**src/rtl/ct_f_spsram_512x7_ctrl.sv**
```systemverilog
// Request/response front end for a 512x7 single-port SRAM macro.
// After reset it optionally fills the array, then serves masked writes and in-order reads.
module ct_f_spsram_512x7_ctrl #(
  parameter bit         INIT_EN  = 1'b1,
  parameter logic [6:0] INIT_VAL = 7'h00
) (
  input  logic       CLK,
  input  logic       RST,
  input  logic       req_vld,
  output logic       req_rdy,
  input  logic       req_wr,
  input  logic [8:0] req_addr,
  input  logic [6:0] req_wdata,
  input  logic [6:0] req_wmask,
  output logic       rsp_vld,
  input  logic       rsp_rdy,
  output logic [6:0] rsp_rdata,
  output logic       init_done,
  output logic [8:0] A,
  output logic       CEN,
  output logic       GWEN,
  output logic [6:0] WEN,
  output logic [6:0] D,
  input  logic [6:0] Q
);

  typedef enum logic {ST_INIT, ST_RUN} state_t;

  state_t     state, state_nxt;
  logic [9:0] init_cnt;
  logic       inflight;
  logic [6:0] fifo_mem [2];
  logic       rd_ptr, wr_ptr;
  logic [1:0] fifo_cnt;
  logic [8:0] a_hold;
  logic [1:0] credit;
  logic       run, pop, push, rd_ok, accept;

  assign rsp_vld   = (fifo_cnt != 2'd0);
  assign rsp_rdata = fifo_mem[rd_ptr];
  assign run       = (state == ST_RUN) && init_done;
  assign pop       = rsp_vld && rsp_rdy;
  assign push      = inflight;
  // Credit covers both buffered and in-flight reads so a captured Q always has a FIFO slot.
  assign credit    = fifo_cnt + {1'b0, inflight};
  assign rd_ok     = (credit < 2'd2) || pop;
  assign req_rdy   = run && (req_wr || rd_ok);
  assign accept    = req_vld && req_rdy;

  always_comb begin
    state_nxt = state;
    A         = a_hold;
    CEN       = 1'b1;
    GWEN      = 1'b1;
    WEN       = '1;
    D         = '0;
    case (state)
      ST_INIT: begin
        // Pins are forced idle while RST is held, even though the state already reads INIT.
        if (!RST) begin
          A    = init_cnt[8:0];
          CEN  = 1'b0;
          GWEN = 1'b0;
          WEN  = '0;
          D    = INIT_VAL;
          if (init_cnt == 10'd511) state_nxt = ST_RUN;
        end
      end
      ST_RUN: begin
        if (accept) begin
          A   = req_addr;
          CEN = 1'b0;
          if (req_wr) begin
            GWEN = 1'b0;
            WEN  = ~req_wmask;
            D    = req_wdata;
          end
        end
      end
      default: state_nxt = ST_RUN;
    endcase
  end

  always_ff @(posedge CLK or posedge RST) begin
    if (RST) begin
      state       <= INIT_EN ? ST_INIT : ST_RUN;
      init_cnt    <= '0;
      init_done   <= 1'b0;
      inflight    <= 1'b0;
      fifo_mem[0] <= '0;
      fifo_mem[1] <= '0;
      rd_ptr      <= 1'b0;
      wr_ptr      <= 1'b0;
      fifo_cnt    <= '0;
      a_hold      <= '0;
    end else begin
      state  <= state_nxt;
      a_hold <= A;
      if (state == ST_INIT && init_cnt != 10'd511) init_cnt <= init_cnt + 10'd1;
      if (state_nxt == ST_RUN) init_done <= 1'b1;
      inflight <= accept && !req_wr;
      if (push) begin
        fifo_mem[wr_ptr] <= Q;
        wr_ptr           <= ~wr_ptr;
      end
      if (pop) rd_ptr <= ~rd_ptr;
      fifo_cnt <= fifo_cnt + {1'b0, push} - {1'b0, pop};
    end
  end

endmodule
```
**config.mk**
```make
export PLATFORM = sky130hd
export DESIGN_NAME = ct_f_spsram_512x7_ctrl
export DESIGN_NICKNAME = d
export VERILOG_FILES = /design/src/rtl/ct_f_spsram_512x7_ctrl.sv
export SDC_FILE = /design/constraint.sdc
export NUM_CORES = 1
export LEC_CHECK = 0
export BUFFER_PORTS_ARGS = -buffer_cell sky130_fd_sc_hd__buf_4
export CORE_UTILIZATION = 53
export DETAILED_ROUTE_END_ITERATION = 12
export MAX_ROUTING_LAYER = met4
export PLACE_DENSITY = 0.9
export SLEW_MARGIN = 20
export SYNTH_ARGS = -nofsm -noshare
export SYNTH_HDL_FRONTEND = slang
export SYNTH_SLANG_ARGS = --single-unit
```
**constraint.sdc**
```tcl
create_clock -name CLK -period 2.9 [get_ports CLK]
set_input_delay 0.145 -clock CLK [delete_from_list [all_inputs] [get_ports CLK]]
set_output_delay 0.145 -clock CLK [all_outputs]
set_load 0.005 [all_outputs]
```
==> out/results.ini <==
[status]
status = finished clean

[sta]
relSlewSlack = 0.566
rsz0062_at_grt = false
skew_ps = 4.41
clock.fmax_mhz = 374
final_max_slew_viol_count = 0
hold_viol = 0
setup_violations = 0
tightest_slew_ps = 650
fin_setup_tns_ps = 0
period_share = 0.923
period_minus_slack_ps = 2680

[worst_setup_path]
path_delay_family = compound AO/OA/AOI/OAI gates
endpoint_kind = output pin
start_kind = flip-flop
crit_buf_inv = 1
cpPeakStageDelay_ps = 570
required_ps = 2760
worstReg2RegStart = inflight
rrSetupSlack_ps = 730
arrival_ps = 2530
timing.rr.end = a_hold[2]
critPathKind = flip-flop to output pin
path_cells = ha_1 > or4b_4 > a31oi_2 > a221o_1 > buf_4
ff2ff_path_depth = 4
cpMaxStageDelayCell = or4b_4
critPathMaxFanout = 9

[power]
clock_power_share = 0.212
sequentialPowerShare = 0.441
swShare = 0.293
vdd_drop_max_mv = 0.344
p_switching_uw = 551
combPwrFrac = 0.347
cellPowerDensity_nw_per_um2 = 709
p_leak_nw = 1.31
p_int_mw = 1.33

[worst_hold_path]
hold_end = inflight
min_path_cells = 2
min_from = req_wr
hold_path.class = input port to flip-flop

[drt]
vias = 1635
routed_via_density = 5.66
drtPass1Iterations = 4
drc = 0
ant_nets = 0
wire_per_inst_um = 15.9
initialDrtViolationCount = 78
routed_wl_mm = 4.59

[die]
die_w_um = 63.5
coreArea_um2 = 3470
io_pins = 70
start_util = 0.578
dieArea_um2 = 4030
die_h_um = 63.5
rows = 21

[cells_and_area]
fillers = 243
syn_to_final_growth_pct = 32.1
nets = 280
stdcell_area_um2 = 2650
stdcell_count = 289
num_antenna_cells = 0
layout-drive-gt1-share = 0.436

[global_route]
grtUsageTotal = 0.262
grt_pass1_wl_mm = 7.67
antenna_found_initial = 0
grt_pass1_vias = 1659
grt_max_degree = 41
grt.overflow.total = 0

[synth]
yosys.cell_types.count = 34
syn_nets = 211
ys_warn_count = 0
seq_area_frac_synth = 0.499
synth_area_um2 = 2000
yosysTopAreaCell = dfrtp_1
ys_ff_latch = 40
postSynthCellCount = 173
yosysTopAreaCellShare = 0.499
async_reset_ff_frac = 1.00
syn_avg_cell_area_um2 = 11.6
synth_edf_count = 0
synth_common_cells = dfrtp_1, mux2_2, nor2_1, and3_1
ys.flop_type = dfrtp_1
synthTopCellsByArea = dfrtp_1, mux2_2, a221o_1
yosysMostFrequentCell = dfrtp_1

[clocking]
post_cts_buffers = 0
htree_levels = 2
holdBufCountCts = 0
cts_buffer_depth = 2
cts_tree = done
path_clk_slew_ps = 80
clk_latency_ps = 300
cts_buffers = 5
cts.repair.resized = 0
cts-root-buf = clkbuf_8
numClockSinks = 40

[place]
port_buffers = 69
gp_congestion = 0.826
placed_cell_area_um2 = 2550
dp_hpwl_mm = 3.24
placed_cells = 281

[job]
cap_violations = 0

## flip-flops by register name, indices dropped and copies added (netlist names)
name,count
inflight,1
wr_ptr,1
init_cnt,10
a_hold,9
rd_ptr,1
fifo_mem,14
fifo_cnt,2
init_done,1
state,1
## power by group through the flow
stage	Sequential [mW]	Clock, mW	Combinational, mW
floorplan	0.784	0	0.406
global placement	0.824	0	0.630
detailed placement	0.832	0	0.654
CTS	0.829	0.400	0.659
global route	0.847	0.421	0.709
finish	0.828	0.398	0.651
## layout make-up
cell class	instances	area, µm²	area share
clock inverter	2	15.0	0.00567
clock buffer	6	82.6	0.0312
multi-input combinational	119	943	0.356
tap	46	57.6	0.0217
inverter	6	22.5	0.00851
sequential	40	1000	0.378
timing repair buffer	70	526	0.198
## routing by layer
metal  share of wire  wire length (µm)  GRT usage
met3           0.052               239     0.0507
met4           0.023               107      0.125
met2            0.52              2370      0.415
met1            0.41              1870      0.322
met5               0                 0          -
## through the flow
| step | setup WS [ps] | hold slack, ps | power [mW] | util |
|---|---|---|---|---|
| floorplan | 886 | 296 | 1.19 | - |
| global placement | 694 | 382 | 1.45 | 0.735 |
| detailed placement | 631 | 382 | 1.49 | 0.735 |
| CTS | 271 | 77.3 | 1.89 | 0.763 |
| global route | 163 | 80.3 | 1.98 | 0.763 |
| finish | 223 | 77.3 | 1.88 | 0.763 |
## how the worst max path moves through the flow
stage	start	endpoint	slack [ps]	depth (start not counted)
CTS	inflight	A[2]	270	5
finish	inflight	A[2]	220	5
global route	inflight	A[2]	160	5
floorplan	inflight	A[0]	890	5
detailed placement	inflight	A[2]	630	5
global placement	inflight	A[1]	690	5
## cells in the final DEF, fill, tap and decap left out, drive strengths merged
cell type	n
ha	3
or4b	1
a41oi	1
a21o	1
o21ai	10
xnor2	3
inv	6
nor3b	1
and4	2
mux2	23
nand2	5
clkbuf	6
a21oi	4
a221o	9
a211oi	1
nand3	2
and3	12
nand3b	2
nor2b	2
dfrtp	40
and2	1
or2	2
mux2i	9
nor2	12
buf	70
xor2	5
clkinvlp	2
nand4	1
o211a	1
a31oi	5
and4b	1
## logic make-up (layout without fill, tap and decap cells)
family | Yosys count | after routing | synth area share
adder cells (fa/ha/maj) | 3 | 3 | 0.0187
XOR/XNOR | 8 | 8 | 0.0350
flip-flops | 40 | 40 | 0.499
AND/OR/NAND/NOR | 44 | 44 | 0.127
multiplexers | 32 | 32 | 0.174
buffers and inverters | 14 | 84 | 0.0300
AO/OA/AOI/OAI | 32 | 32 | 0.115
Power figures use the tool's default switching activity.
